==> src/rtl/arc4_encrypt.sv <==
// ARC4 encryption engine: length-prefixed plaintext in, length-prefixed ciphertext out.
// Optional plaintext range check enabled by defining ARC4_ENC_PT_CHECK_EN.
module arc4_encrypt #(
    parameter int KEY_W   = 24,
    parameter int MAX_LEN = 255
) (
    input  logic             clk,
    input  logic             rst,
    input  logic             en,
    output logic             rdy,
    input  logic [KEY_W-1:0] key,
    output logic [7:0]       s_addr,
    output logic [7:0]       s_wrdata,
    output logic             s_wren,
    input  logic [7:0]       s_rddata,
    output logic [7:0]       pt_addr,
    input  logic [7:0]       pt_rddata,
    output logic [7:0]       ct_addr,
    output logic [7:0]       ct_wrdata,
    output logic             ct_wren,
    output logic             err
);

    localparam logic [2:0] ST_IDLE = 3'd0;
    localparam logic [2:0] ST_INIT = 3'd1;
    localparam logic [2:0] ST_KSA  = 3'd2;
    localparam logic [2:0] ST_LEN  = 3'd3;
    localparam logic [2:0] ST_PRGA = 3'd4;
    localparam logic [2:0] ST_DONE = 3'd5;

    localparam int unsigned KB      = KEY_W / 8;
    localparam logic [7:0]  LEN_CAP = 8'(MAX_LEN);

    logic [2:0]       r_state;
    logic [2:0]       r_ph;
    logic [7:0]       r_i;
    logic [7:0]       r_j;
    logic [7:0]       r_si;
    logic [7:0]       r_sj;
    logic [7:0]       r_ptk;
    logic [7:0]       r_k;
    logic [7:0]       r_len;
    logic [7:0]       r_kidx;
    logic [KEY_W-1:0] r_key;

    logic [7:0] w_kbyte;
    logic [7:0] w_j_ksa;
    logic [7:0] w_j_prga;
    logic [7:0] w_i_inc;
    logic [7:0] w_len;

    // Key bytes are big-endian: byte 0 is the most significant.
    always_comb begin
        w_kbyte = '0;
        for (int unsigned b = 0; b < KB; b++) begin
            if (r_kidx == 8'(b)) w_kbyte = r_key[KEY_W-1-8*b -: 8];
        end
    end

    assign w_j_ksa  = r_j + s_rddata + w_kbyte;
    assign w_j_prga = r_j + s_rddata;
    assign w_i_inc  = r_i + 8'd1;
    assign w_len    = (pt_rddata > LEN_CAP) ? LEN_CAP : pt_rddata;
    assign rdy      = (r_state == ST_IDLE);

`ifdef ARC4_ENC_PT_CHECK_EN
    logic r_err;
    logic w_bad;
    assign w_bad = (pt_rddata < 8'h20) || (pt_rddata > 8'h7E);
    assign err   = r_err;
`else
    assign err = 1'b0;
`endif

    // Memory controls are decoded from state/phase so read data lands in the next phase.
    always_comb begin
        s_addr    = '0;
        s_wrdata  = '0;
        s_wren    = 1'b0;
        pt_addr   = '0;
        ct_addr   = '0;
        ct_wrdata = '0;
        ct_wren   = 1'b0;
        case (r_state)
            ST_INIT: begin
                s_addr   = r_i;
                s_wrdata = r_i;
                s_wren   = 1'b1;
            end
            ST_KSA: begin
                case (r_ph)
                    3'd0: s_addr = r_i;
                    3'd1: s_addr = w_j_ksa;
                    3'd2: begin s_addr = r_i; s_wrdata = s_rddata; s_wren = 1'b1; end
                    default: begin s_addr = r_j; s_wrdata = r_si; s_wren = 1'b1; end
                endcase
            end
            ST_LEN: begin
                if (r_ph != 3'd0) begin
                    ct_wrdata = w_len;
                    ct_wren   = 1'b1;
                end
            end
            ST_PRGA: begin
                case (r_ph)
                    3'd0: begin s_addr = w_i_inc; pt_addr = r_k; end
                    3'd1: s_addr = w_j_prga;
                    3'd2: begin s_addr = r_i; s_wrdata = s_rddata; s_wren = 1'b1; end
                    3'd3: begin s_addr = r_j; s_wrdata = r_si; s_wren = 1'b1; end
                    3'd4: s_addr = r_si + r_sj;
                    default: begin
                        ct_addr   = r_k;
                        ct_wrdata = s_rddata ^ r_ptk;
                        ct_wren   = 1'b1;
                    end
                endcase
            end
            default: ;
        endcase
    end

    always_ff @(posedge clk) begin
        if (rst) begin
            r_state <= ST_IDLE;
            r_ph    <= '0;
            r_i     <= '0;
            r_j     <= '0;
            r_si    <= '0;
            r_sj    <= '0;
            r_ptk   <= '0;
            r_k     <= '0;
            r_len   <= '0;
            r_kidx  <= '0;
            r_key   <= '0;
`ifdef ARC4_ENC_PT_CHECK_EN
            r_err   <= 1'b0;
`endif
        end else begin
            case (r_state)
                ST_IDLE: begin
                    if (en) begin
                        r_key   <= key;
                        r_i     <= '0;
                        r_j     <= '0;
                        r_kidx  <= '0;
                        r_ph    <= '0;
                        r_state <= ST_INIT;
`ifdef ARC4_ENC_PT_CHECK_EN
                        r_err   <= 1'b0;
`endif
                    end
                end
                ST_INIT: begin
                    r_i <= w_i_inc;
                    if (r_i == 8'hFF) r_state <= ST_KSA;
                end
                ST_KSA: begin
                    r_ph <= r_ph + 3'd1;
                    if (r_ph == 3'd1) begin
                        r_si <= s_rddata;
                        r_j  <= w_j_ksa;
                    end else if (r_ph == 3'd3) begin
                        r_ph   <= '0;
                        r_i    <= w_i_inc;
                        r_kidx <= (r_kidx == 8'(KB - 1)) ? 8'd0 : r_kidx + 8'd1;
                        if (r_i == 8'hFF) begin
                            r_j     <= '0;
                            r_state <= ST_LEN;
                        end
                    end
                end
                ST_LEN: begin
                    r_ph <= r_ph + 3'd1;
                    if (r_ph != 3'd0) begin
                        r_len   <= w_len;
                        r_k     <= 8'd1;
                        r_ph    <= '0;
                        r_state <= (w_len == 8'd0) ? ST_DONE : ST_PRGA;
                    end
                end
                ST_PRGA: begin
                    r_ph <= r_ph + 3'd1;
                    case (r_ph)
                        3'd0: r_i <= w_i_inc;
                        3'd1: begin
                            r_si  <= s_rddata;
                            r_ptk <= pt_rddata;
                            r_j   <= w_j_prga;
`ifdef ARC4_ENC_PT_CHECK_EN
                            if (w_bad) begin
                                r_err   <= 1'b1;
                                r_ph    <= '0;
                                r_state <= ST_DONE;
                            end
`endif
                        end
                        3'd2: r_sj <= s_rddata;
                        3'd5: begin
                            r_ph <= '0;
                            if (r_k == r_len) r_state <= ST_DONE;
                            else              r_k     <= r_k + 8'd1;
                        end
                        default: ;
                    endcase
                end
                default: r_state <= ST_IDLE;
            endcase
        end
    end

endmodule

==> config.mk <==
export PLATFORM = sky130hd
export DESIGN_NAME = arc4_encrypt
export DESIGN_NICKNAME = d
export VERILOG_FILES = /design/src/rtl/arc4_encrypt.sv
export SDC_FILE = /design/constraint.sdc
export NUM_CORES = 1
export LEC_CHECK = 0
export CAP_MARGIN = 25
export CELL_PAD_IN_SITES_DETAIL_PLACEMENT = 0
export CELL_PAD_IN_SITES_GLOBAL_PLACEMENT = 1
export CORE_AREA = 5 5 126 128
export CTS_CLUSTER_DIAMETER = 200
export DETAILED_ROUTE_END_ITERATION = 12
export DIE_AREA = 0 0 131 133
export HOLD_SLACK_MARGIN = 0.02
export MAX_ROUTING_LAYER = met4
export PLACE_DENSITY = 0.95
export SLEW_MARGIN = 25
export SYNTH_ARGS = -nofsm -noshare
export SYNTH_HDL_FRONTEND = slang
export SYNTH_SLANG_ARGS = --single-unit
==> constraint.sdc <==
create_clock -name clk -period 5.48 [get_ports clk]
set_input_delay 0.548 -clock clk [delete_from_list [all_inputs] [get_ports clk]]
set_output_delay 0.548 -clock clk [all_outputs]
set_load 0.01 [all_outputs]
Yosys cells after proc, flatten, opt, wreduce, memory -nomap -nowiden
Cells that the tools add are included.
Widths: inputs -> output; s select.
{"block": "totals", "elab_cells": 129, "output_inout_bits": 44, "in_bits": 43, "reg_bits": 94}
{"block": "op_classes", "n_eq_ne": 26, "n_lt_le_gt_ge": 1, "add_sub_neg": 7, "mux": 57, "bitwise": 1, "n_reduce_logical": 26}
{"op": "$mux 8", "count": 24}
{"op": "$pmux 8 s2", "count": 6}
{"op": "$pmux 8 s3", "count": 3}
{"op": "$pmux 8 s5", "count": 1}
{"op": "$mux 3", "count": 13}
{"op": "$pmux 8 s4", "count": 1}
{"op": "$add 8x1->8 const B", "count": 3}
{"op": "$add 8x8->8", "count": 3}
{"op": "$ne 2x2->1 const B", "count": 10}
{"op": "$logic_not 8->1", "count": 2}
{"op": "$pmux 3 s5", "count": 1}
{"op": "$eq 3x2->1 const B", "count": 4}
{"op": "$pmux 3 s4", "count": 1}
{"op": "$reduce_and 2->1", "count": 6}
{"op": "$reduce_and 5->1", "count": 2}
{"op": "$eq 3x3->1 const B", "count": 3}
{"op": "$eq 8x1->1 const B", "count": 1}
{"op": "$eq 8x2->1 const B", "count": 1}
{"op": "$eq 8x8->1", "count": 1}
{"op": "$eq 8x8->1 const B", "count": 1}
{"op": "$gt 8x8->1 const B", "count": 1}
{"op": "$reduce_and 4->1", "count": 2}
{"op": "$reduce_and 8->1", "count": 1}
{"op": "$reduce_bool 4->1", "count": 2}
{"op": "13 further kinds", "count": 25}

Logic depth before layout (Yosys ltp)
Gate-level depths: netlist of the first run.
{"block": "logic_depth", "depth_word": 7, "depth_mapped": 15, "mapped_depth_nobuf": 15}

Worst setup path after synthesis of the first run
Ideal clock, no wire load.
{"block": "synth_path", "kind": "input -> output", "startpoint": "input s_rddata[0]", "endpoint": "output s_addr[7]", "path_stages": 12, "path_slack_ns": 1.682, "path_buffers": 0, "t_required_ns": 4.932, "t_arrival_ns": 3.250, "cell_sequence": "ha_1 -> fa_1 -> a21o_1 -> a311o_1 -> a21oi_1 -> xnor2_1 -> ha_1 -> a211o_1 -> o22ai_1 -> xor2_1 -> xnor2_1 -> o211ai_1"}
{"block": "synth_via", "elab_chain_len": 4, "word_cells_on_any_way": 5, "classes_between": "2 x add/sub; 3 x mux"}
{"item": "start, declared", "line_no": "15", "rtl": "input logic [7:0] s_rddata,"}
{"item": "$add 8x8->8 *", "line_no": "60, 61"}
{"item": "$add 8x8->8", "line_no": "60", "rtl": "assign w_j_ksa = r_j + s_rddata + w_kbyte;"}
{"item": "$pmux 8 s2", "line_no": "91", "rtl": "case (r_ph)"}
{"item": "$pmux 8 s3 *", "line_no": "84", "rtl": "case (r_state)"}
{"item": "end, declared", "line_no": "12", "rtl": "output logic [7:0] s_addr,"}
Every way passes the cells marked *; elsewhere a longest branch is shown, timed or not.

Worst setup path in the final report of the first run
{"block": "layout_path", "startpoint": "register r_kidx[2]", "endpoint": "output s_addr[4]"}
{"block": "layout_via", "elab_chain_len": 7, "word_cells_on_any_way": 9, "classes_between": "1 x add/sub; 2 x eq/ne; 5 x mux; 1 x reduce/logical"}
{"item": "start, declared", "line_no": "43", "rtl": "logic [7:0] r_kidx;"}
{"item": "start signal, assigned", "line_no": "165", "rtl": "r_kidx <= (r_kidx == 8'(KB - 1)) ? 8'd0 : r_kidx + 8'd1;"}
{"item": "$logic_not 8->1", "line_no": "56", "rtl": "if (r_kidx == 8'(b)) w_kbyte = r_key[KEY_W-1-8*b -: 8];"}
{"item": "$mux 8 (2 in series)", "line_no": "56"}
{"item": "$mux 8 *", "line_no": "56"}
{"item": "$add 8x8->8 *", "line_no": "60"}
{"item": "$pmux 8 s2 *", "line_no": "91"}
{"item": "$pmux 8 s3 *", "line_no": "84"}
Marks and branches as above.

==> results.toml, run 1 <==
[status]
status = "finished clean"

[sta]
setup_tns_ns = 0
finalCriticalPeriod_ns = 5.05
tightest_slew_ns = 1.08
max-slew-margin-rel = 0.280
setup_viol_count_final = 0
fin_crit_sh = 0.922
max_freq_mhz = 198
fin_ws_ns = 0.429
rsz0062_at_grt = "false"
hold_viol_final = 0
maxSlewViolCount = 0
finClkSkew_ns = 0.0111

[synth]
yosysTopAreaCellShare = 0.292
synth-async-reset-ratio = 0
synth_ff_type = "dfxtp_1"
synth_compound_area_frac = 0.272
yosysUniqueCellTypes = 81
avgSynthCellArea_sq_um = 7.79
yosysWarnings = 0
synth_nets = 908
synth_edf_count = 0
synth_mux_area_frac = 0.0188
yosysTopAreaCell = "dfxtp_1"
synth_simple_gate_area_frac = 0.222
synthAdderAreaFrac = 0.0733
synth_xor_area_frac = 0.0665
synth_top_family_by_area = "compound AO/OA/AOI/OAI gates"
synth_cells = 829
syn_area_sq_um = 6450
yosysSeqAreaShare = 0.292
synth.top_cells.by_area = "dfxtp_1, nand2_1, a21oi_1"
synth.ff_latch_count = 94

[setup_path]
worstRegToRegCells = 15
arrival_ns = 4.50
end_kind = "output port"
crit_path_start_kind = "register"
crit_path_max_incr_delay_ns = 0.60
cp_slowest_cell = "clkdlybuf4s50_1"
cp.required_ns = 4.93
r2r_slack_ns = 1.88
path_cells = "or4_1, nor3_2, nand2_1, nor2_2, a22oi_1, a21oi_1, ha_1, inv_1, fa_1, nor2b_1, o21ai_0, a21oi_1, a21oi_1, o221ai_1, clkdlybuf4s50_1"
crit_path_frequent_cell = "a21oi_1"
worstSetupPathType = "register to output port"
crit_fanout = 6
crit_family = "simple AND/OR/NAND/NOR gates"
worst-path-stages = 15
crit_buf_inv = 2

[clocking]
ctsHoldBuffers = 0
ctsHtreeMaxLevel = 3
cts.sinks = 94
post_cts_buffers = 0
cts_buffer_depth = 2
clk_pin_slew_ns = 0.07
cts-root-buf = "clkbuf_16"
cts_tree = "done"
numCtsBuffers = 9
clk_latency_ns = 0.35
cts_resized = 0

[layout]
final_cell_mix = "nand2_1, dfxtp_1, a21oi_1, clkdlybuf4s50_1, nor2_1"
drive_gt1_frac = 0.0588
nets = 959
final_common_cell = "nand2_1"
num_antenna_cells = 0
syn_to_final_growth_pct = 18.8

[pwr]
power_density_nw_per_um2 = 326
ir_drop_mv = 0.178
leakage_nw = 2.71

[global_routing]
grt_start_max_net_pins = 47
grt_pass1_vias = 5871
antenna_found_initial = 0
grt_usage = 0.225
overflow = 0
grt_pass1_wl_microns = 30400

[placement]
gp_congestion = 0.942
pre_cts_ws_ns = 0.449
place_hpwl_microns = 14400
portBuffers = 85

[floorplan]
die_h_microns = 133
dieArea_sq_um = 17400
row_count = 45
pin_count = 87
die_x_microns = 131
initial_core_util = 0.438
core_area_sq_um = 14800

[drt]
drtIter0Drc = 580
dr.pass1.iters = 5
drtAntennaViolNets = 0
routed_wl_microns = 19200
wl_per_cell_microns = 17.9
drcViolationCount = 0
via_per_inst = 5.85
vias = 6281

[hold_path]
hold_class = "register to register"
worstHoldPathCells = 2

[flow_run]
maxCapViolCount = 0
-- report_power, final --
part           switching [mW]  leakage, nW  internal (mW)  total (mW)
sequential             0.0912        0.763          0.743       0.834
clock                   0.282        0.157          0.404       0.686
combinational           0.609         1.79          0.368       0.977
-- synthesized netlist by cell type, types with 4 or more instances --
cell type	n
nand2_1	137
dfxtp_1	94
a21oi_1	89
nor2_1	62
xnor2_1	35
a22oi_1	34
o21ai_0	34
ha_1	33
clkbuf_1	27
nand3_1	24
inv_1	22
buf_2	19
xor2_1	14
and2_1	13
a211oi_1	11
mux2i_1	11
nand2b_1	11
and3_1	10
o221ai_1	9
nand4_1	8
nor3_1	8
a31oi_1	7
buf_4	7
o211ai_1	7
a311oi_1	6
a21o_1	5
a222oi_1	4
nor2b_1	4
o21ai_1	4
-- per-stage QoR --
| stage | instance area (sq um) | hold slack [ns] | cells | utilization | power [mW] |
|---|---|---|---|---|---|
| CTS | 7670 | 0.457 | 1073 | 0.520 | 2.49 |
| finish | 7670 | 0.453 | 1073 | 0.520 | 2.50 |
| global placement | 7340 | 0.441 | 1056 | 0.498 | 1.79 |
| floorplan | 6450 | 0.431 | 829 | - | 1.54 |
| global route | 7670 | 0.480 | 1073 | 0.520 | 2.64 |
| detailed placement | 7350 | 0.447 | 1057 | 0.498 | 1.80 |
-- cell type report --
cell class | instances | area (sq um)
Multi-Input combinational cell | 658 | 4230
Inverter | 22 | 82.6
Sequential cell | 94 | 1880
Clock buffer | 10 | 229
Tap cell | 188 | 235
Clock inverter | 6 | 91.3
Timing Repair Buffer | 95 | 918
Fill cell | 1482 | 7090
-- path summary, 6_finish.rpt --
path / start / endpoint
hold / removal: r_key[7]$_SDFFE_PP0P_ / r_key[7]$_SDFFE_PP0P_
setup / recovery: r_kidx[2]$_SDFFE_PP0P_ / s_addr[4]
setup reg to reg: r_kidx[2]$_SDFFE_PP0P_ / r_j[6]$_SDFFE_PP0P_
hold reg to reg: r_key[7]$_SDFFE_PP0P_ / r_key[7]$_SDFFE_PP0P_
-- routing by layer --
layer | vias to the layer above | track usage | wire length (microns) | share of wire
li1 | 3088 | - | - | -
met1 | 2949 | 0.280 | 8150 | 0.42
met2 | 191 | 0.356 | 9180 | 0.48
met3 | 53 | 0.0412 | 1140 | 0.059
met4 | 0 | 0.0937 | 750 | 0.039
met5 | - | - | 0 | 0
-- sequential cells by signal (all words and copies together), names as in the netlist --
register / count
r_k: 8
r_ph: 3
r_si: 8
r_len: 8
r_sj: 8
r_kidx: 8
r_key: 24
r_j: 8
r_state: 3
r_ptk: 8
r_i: 8
-- logic make-up (layout without fill, tap and decap cells) --
kind of cell	Yosys count	count (layout)
and+or+nand+nor	302	302
xor gates and xnor gates	49	49
buffers and inverters	77	133
adders and majority gates	36	36
other	1	1
muxes	12	12
AOI/OAI and AO/OA	258	258
DFF	94	94
-- worst min-delay path, cell delays in order, from the launching register on --
cell and delay [ns]:
dfxtp_1 0.31, nand2_1 0.05, a21oi_1 0.05
No activity file was read; power rests on OpenSTA's default activity.
==> run 2, diff against run 1 <==
--- a/config.mk
+++ b/config.mk
@@ -8,13 +8,14 @@
 export CAP_MARGIN = 25
 export CELL_PAD_IN_SITES_DETAIL_PLACEMENT = 0
 export CELL_PAD_IN_SITES_GLOBAL_PLACEMENT = 1
-export CORE_AREA = 5 5 126 128
+export CORE_AREA = 5 5 120 122
 export CTS_CLUSTER_DIAMETER = 200
 export DETAILED_ROUTE_END_ITERATION = 12
-export DIE_AREA = 0 0 131 133
+export DIE_AREA = 0 0 125 127
+export DONT_BUFFER_PORTS = 1
 export HOLD_SLACK_MARGIN = 0.02
 export MAX_ROUTING_LAYER = met4
-export PLACE_DENSITY = 0.95
+export PLACE_DENSITY = 0.93
 export SLEW_MARGIN = 25
 export SYNTH_ARGS = -nofsm -noshare
 export SYNTH_HDL_FRONTEND = slang
==> run 2 against run 1 <==
  * Core utilization shrank 0.36 points
  * Clock power decreased by 6.6%
  * Sequential power grew 0.6%
  * Clock skew grew 0.0024 ns
  * Die area fell by 8.9%
  * Critical path type unchanged
  * Cell area fell by 12%
  * Critical path depth is 5 lower
  * Non-clock buffer count is 90 lower
  * Sequential share of layout area grew 3.3 points
  * Worst hold slack got worse by 0.19 ns
==> results.toml, run 2 (synthesis results as in run 1) <==
[clocking]
cts_resized = 0
ctsHoldBuffers = 0
clk_pin_slew_ns = 0.07
cts.sinks = 94
cts_tree = "done"
post_cts_buffers = 0
cts-root-buf = "clkbuf_16"
clk_latency_ns = 0.36
cts_buffer_depth = 2
ctsHtreeMaxLevel = 3
numCtsBuffers = 9

[placement]
portBuffers = 0
pre_cts_ws_ns = 1.31
place_hpwl_microns = 14400
gp_congestion = 0.965

[drt]
drtIter0Drc = 643
drcViolationCount = 0
wl_per_cell_microns = 20.1
via_per_inst = 6.39
drtAntennaViolNets = 0
vias = 6203
dr.pass1.iters = 6
routed_wl_microns = 19500

[setup_path]
worstSetupPathType = "register to output port"
crit_path_max_incr_delay_ns = 0.54
crit_buf_inv = 0
crit_family = "simple AND/OR/NAND/NOR gates"
path_cells = "or4_1, nor3_2, nand2_1, mux2_1, ha_1, a211o_1, o22ai_1, xor2_1, xnor2_1, o211ai_1"
crit_fanout = 15
arrival_ns = 3.92
cp_slowest_cell = "or4_1"
crit_path_start_kind = "register"
cp.required_ns = 4.93
end_kind = "output port"

[global_routing]
overflow = 0
grt_start_max_net_pins = 80
grt_pass1_vias = 5980
grt_usage = 0.245
antenna_found_initial = 0
grt_pass1_wl_microns = 30800

[pwr]
p_int_mw = 1.42
power_density_nw_per_um2 = 352
clockPowerShare = 0.269
leakage_nw = 2.37
power.share.combinational = 0.378
seqPwrFrac = 0.353
switching_share = 0.404
ir_drop_mv = 0.200
p_switching_mw = 0.962

[layout]
num_antenna_cells = 0
nets = 869
final_cell_mix = "nand2_1, dfxtp_1, a21oi_1, nor2_1, xnor2_1"
syn_to_final_growth_pct = 4.61
final_common_cell = "nand2_1"
drive_gt1_frac = 0.0604
largest_register_ffs = 24
top_register = "r_key"

[sta]
hold_viol_final = 0
tightest_slew_ns = 1.02
finalCriticalPeriod_ns = 4.47
finClkSkew_ns = 0.0135
rsz0062_at_grt = "false"
fin_crit_sh = 0.815
setup_viol_count_final = 0
maxSlewViolCount = 0
setup_tns_ns = 0
max-slew-margin-rel = 0.316
fin_ws_ns = 1.01
max_freq_mhz = 224

[floorplan]
row_count = 42
dieArea_sq_um = 15900
die_h_microns = 127
die_x_microns = 125
pin_count = 87
core_area_sq_um = 13100
initial_core_util = 0.493

[hold_path]
hold_class = "input port to register"

[status]
status = "finished clean"

[flow_run]
maxCapViolCount = 0
-- run 2: cell types whose count changed in the layout (fill, tap and decap cells not counted), sizes merged --
cell and delta:
bufinv -1, clkdlybuf4s50 -84, clkinv +3, buf -6, inv -2
-- run 2: final timing paths --
check | endpoint | slack (ns) | start | cells past startpoint
setup reg to reg | r_j[6]$_SDFFE_PP0P_ | 1.99 | r_kidx[2]$_SDFFE_PP0P_ | 15
hold reg to reg | r_key[1]$_SDFFE_PP0P_ | 0.46 | r_key[1]$_SDFFE_PP0P_ | 2
setup / recovery | s_addr[7] | 1.01 | r_kidx[2]$_SDFFE_PP0P_ | 10
hold / removal | r_len[0]$_SDFFE_PP0P_ | 0.26 | rst | 1
-- run 2: layout make-up --
cell class	count	area [sq um]
Clock inverter	6	62.6
Tap cell	176	220
Inverter	22	82.6
Multi-Input combinational cell	658	4240
Fill cell	1272	6330
Sequential cell	94	1880
Timing Repair Buffer	5	41.3
Clock buffer	10	229
-- run 2: per-stage QoR --
stage / total power [mW] / area [sq um] / cells / utilization / hold slack, ns
floorplan: 1.54 / 6450 / 829 / - / 0.431
global placement: 1.70 / 6440 / 954 / 0.492 / 0.442
detailed placement: 1.73 / 6450 / 954 / 0.493 / 0.445
CTS: 2.36 / 6740 / 970 / 0.515 / 0.255
global route: 2.50 / 6750 / 971 / 0.516 / 0.252
finish: 2.38 / 6750 / 971 / 0.516 / 0.263
-- run 2: power groups by stage --
| stage | clock, mW | sequential, mW | combinational (mW) |
|---|---|---|---|
| 4_1_cts | 0.643 | 0.835 | 0.883 |
| 2_1_floorplan | 0 | 0.793 | 0.747 |
| 3_5_place_dp | 0 | 0.850 | 0.878 |
| 5_1_grt | 0.669 | 0.846 | 0.985 |
| 3_3_place_gp | 0 | 0.847 | 0.849 |
| 6_report | 0.641 | 0.839 | 0.899 |
-- run 2: layer usage --
metal  track usage  vias up  share of wire
li1              -     2896              -
met1         0.292     2980           0.41
met2         0.405      267           0.48
met3        0.0463       60          0.080
met4         0.115        0          0.037
met5             -        -              0
==> run 3, diff against run 2 <==
--- a/config.mk
+++ b/config.mk
@@ -8,14 +8,14 @@
 export CAP_MARGIN = 25
 export CELL_PAD_IN_SITES_DETAIL_PLACEMENT = 0
 export CELL_PAD_IN_SITES_GLOBAL_PLACEMENT = 1
-export CORE_AREA = 5 5 120 122
+export CORE_AREA = 5 5 129 131
 export CTS_CLUSTER_DIAMETER = 200
 export DETAILED_ROUTE_END_ITERATION = 12
-export DIE_AREA = 0 0 125 127
+export DIE_AREA = 0 0 134 136
 export DONT_BUFFER_PORTS = 1
 export HOLD_SLACK_MARGIN = 0.02
 export MAX_ROUTING_LAYER = met4
-export PLACE_DENSITY = 0.93
+export PLACE_DENSITY = 0.86
 export SLEW_MARGIN = 25
 export SYNTH_ARGS = -nofsm -noshare
 export SYNTH_HDL_FRONTEND = slang
==> constraint.sdc (replaced) <==
create_clock -name clk -period 3.9 [get_ports clk]
set_input_delay 0.39 -clock clk [delete_from_list [all_inputs] [get_ports clk]]
set_output_delay 0.39 -clock clk [all_outputs]
set_load 0.01 [all_outputs]
==> run 3 against run 2 <==
  * The flow now finishes with violations (setup timing)
  * Clock power is 54% higher
  * Critical path depth rose by 3
  * Clock skew decreased by 0.0055 ns
  * Sequential power up 41%
  * Die area is 15% higher
  * Worst setup slack lost 1.1 ns
  * Combinational power up 80%
  * Global-route usage decreased by 2.6 points
  * Cell count rose by 4.2%
  * First-iteration DRC count shrank 11%
  * Critical endpoint unchanged
  * Largest power group unchanged
==> results.toml, run 3 (synthesis results as in run 1) <==
[drt]
drcViolationCount = 0
dr.pass1.iters = 7
drtIter0Drc = 572
routed-wl-met2_microns = 9560
met3WireLength_microns = 1260
routed_wl_microns = 19800
wl_per_cell_microns = 19.6
drt-met1-wl_microns = 8200
highest_layer = "met4"
via_per_inst = 6.09
vias = 6166
drtAntennaViolNets = 0

[layout]
utilization = 0.467
layoutNonFillerInstCount = 1012
syn_to_final_growth_pct = 12.0
num_antenna_cells = 0
largest_register_ffs = 24
final_common_cell = "nand2_1"
top_register = "r_key"
drive_gt1_frac = 0.141
final_cell_mix = "nand2_1, dfxtp_1, a21oi_1, nor2_1, xnor2_1"
finalInstanceArea_sq_um = 7230
nets = 894

[status]
status = "finished, violations left"
violations = "setup timing"

[pwr]
power_mw = 3.78
p_switching_mw = 1.54
seqPwrFrac = 0.311
leakage_nw = 2.55
power.share.combinational = 0.427
clockPowerShare = 0.261
p_int_mw = 2.25
ir_drop_mv = 0.266
switching_share = 0.406
power_density_nw_per_um2 = 524

[placement]
portBuffers = 0
place_area_sq_um = 6540
place_hpwl_microns = 14200
gp_congestion = 0.931
dp.cells = 980

[global_routing]
grt_usage = 0.219
grt_pass1_wl_microns = 31000
grt_start_max_net_pins = 80
overflow = 0
antenna_found_initial = 0
grt_pass1_vias = 5657

[setup_path]
worstSetupPathType = "register to output port"
cp.required_ns = 3.51
path_cells = "ha_2, fa_2, a21o_1, a311o_1, a21oi_2, xnor2_1, ha_1, a211o_1, o22ai_2, xor2_1, xnor2_1, o211ai_1, buf_4"
crit_fanout = 4
crit_path_frequent_cell = "xnor2_1"
end_kind = "output port"
crit_path_start_kind = "register"
arrival_ns = 3.56
crit_path_max_incr_delay_ns = 0.36
crit_buf_inv = 1
cp_slowest_cell = "a311o_1"
crit_family = "compound AO/OA/AOI/OAI gates"

[clocking]
clk_latency_ns = 0.37
ctsHtreeMaxLevel = 3
cts_buffer_depth = 2
clk_pin_slew_ns = 0.08
cts_tree = "done"
ctsHoldBuffers = 0
cts-root-buf = "clkbuf_16"
cts.sinks = 94
numCtsBuffers = 9

[floorplan]
dieArea_sq_um = 18200
initial_core_util = 0.417
die_x_microns = 134
pin_count = 87
die_h_microns = 136
row_count = 46
core_area_sq_um = 15500

[sta]
maxSlewViolCount = 0
hold_viol_final = 0
max-slew-margin-rel = 0.459
setup_viol_count_final = 2
finClkSkew_ns = 0.00801
max_freq_mhz = 253
rsz0062_at_grt = "true"
fin_crit_sh = 1.01
tightest_slew_ns = 0.812
setup_tns_ns = -0.0988
finalCriticalPeriod_ns = 3.95
fin_ws_ns = -0.0535

[hold_path]
hold_class = "input port to register"

[flow_run]
maxCapViolCount = 0
run 3: cell types whose count changed in the layout (fill, tap and decap cells not counted), sizes merged:
| cell | before | now |
|---|---|---|
| buf | 5 | 30 |
| clkbuf | 10 | 9 |
| clkinv | 5 | 1 |
| inv | 22 | 27 |
run 3: timing repair:
| action | in CTS | in global routing |
|---|---|---|
| hold endpoints to repair | 0 | 0 |
| gates resized for setup | 29 | 35 |
| setup endpoints to repair | 5 | 7 |
| pin swaps | 23 | 30 |
| setup buffers | 9 | 7 |
run 3: cell type report:
type / count / area [sq um]
Clock inverter: 7 / 97.6
Sequential cell: 94 / 1890
Clock buffer: 9 / 225
Fill cell: 1549 / 8260
Multi-Input combinational cell: 658 / 4450
Inverter: 22 / 82.6
Tap cell: 192 / 240
Timing Repair Buffer: 30 / 248
run 3: power groups by stage:
| stage | clock network (mW) | logic (mW) | registers [mW] |
|---|---|---|---|
| 5_1_grt | 1.04 | 1.76 | 1.19 |
| 4_1_cts | 0.999 | 1.37 | 1.17 |
| 6_report | 0.989 | 1.62 | 1.18 |
| 2_1_floorplan | 0 | 1.05 | 1.11 |
| 3_3_place_gp | 0 | 1.24 | 1.19 |
| 3_5_place_dp | 0 | 1.26 | 1.19 |
run 3: final timing paths:
check	slack, ns	cells after the start	start	endpoint
worst min register to register	0.46	2	r_key[9]$_SDFFE_PP0P_	r_key[9]$_SDFFE_PP0P_
worst max register to register	0.54	14	r_j[0]$_SDFFE_PP0P_	r_j[7]$_SDFFE_PP0P_
worst min-delay path	0.09	1	rst	r_state[2]$_SDFFE_PP0P_
worst max-delay path	-0.05	13	r_j[0]$_SDFFE_PP0P_	s_addr[7]
run 3: per-stage QoR:
step | hold slack, ns | worst slack (ns)
after global routing | 0.0803 | -0.210
after detailed placement | 0.446 | 0.122
after CTS | 0.0802 | -0.0645
after floorplan | 0.431 | 0.418
after global placement | 0.442 | 0.137
final | 0.0896 | -0.0535
run 3: layer usage:
layer / up-vias / GRT usage
li1: 2958 / -
met1: 2916 / 0.263
met2: 230 / 0.365
met3: 62 / 0.0415
met5: - / -
met4: 0 / 0.0857
run 3: worst register-to-register path: stages (launching register included):
cell and delay, ns:
dfxtp_1 0.34, ha_2 0.20, fa_2 0.35, a21o_1 0.19, a311o_1 0.36, a21oi_2 0.15, xnor2_1 0.16, ha_1 0.29
a211o_1 0.32, o22ai_2 0.13, xor2_1 0.21, xnor2_1 0.12, buf_4 0.15, buf_4 0.13, o31ai_2 0.17
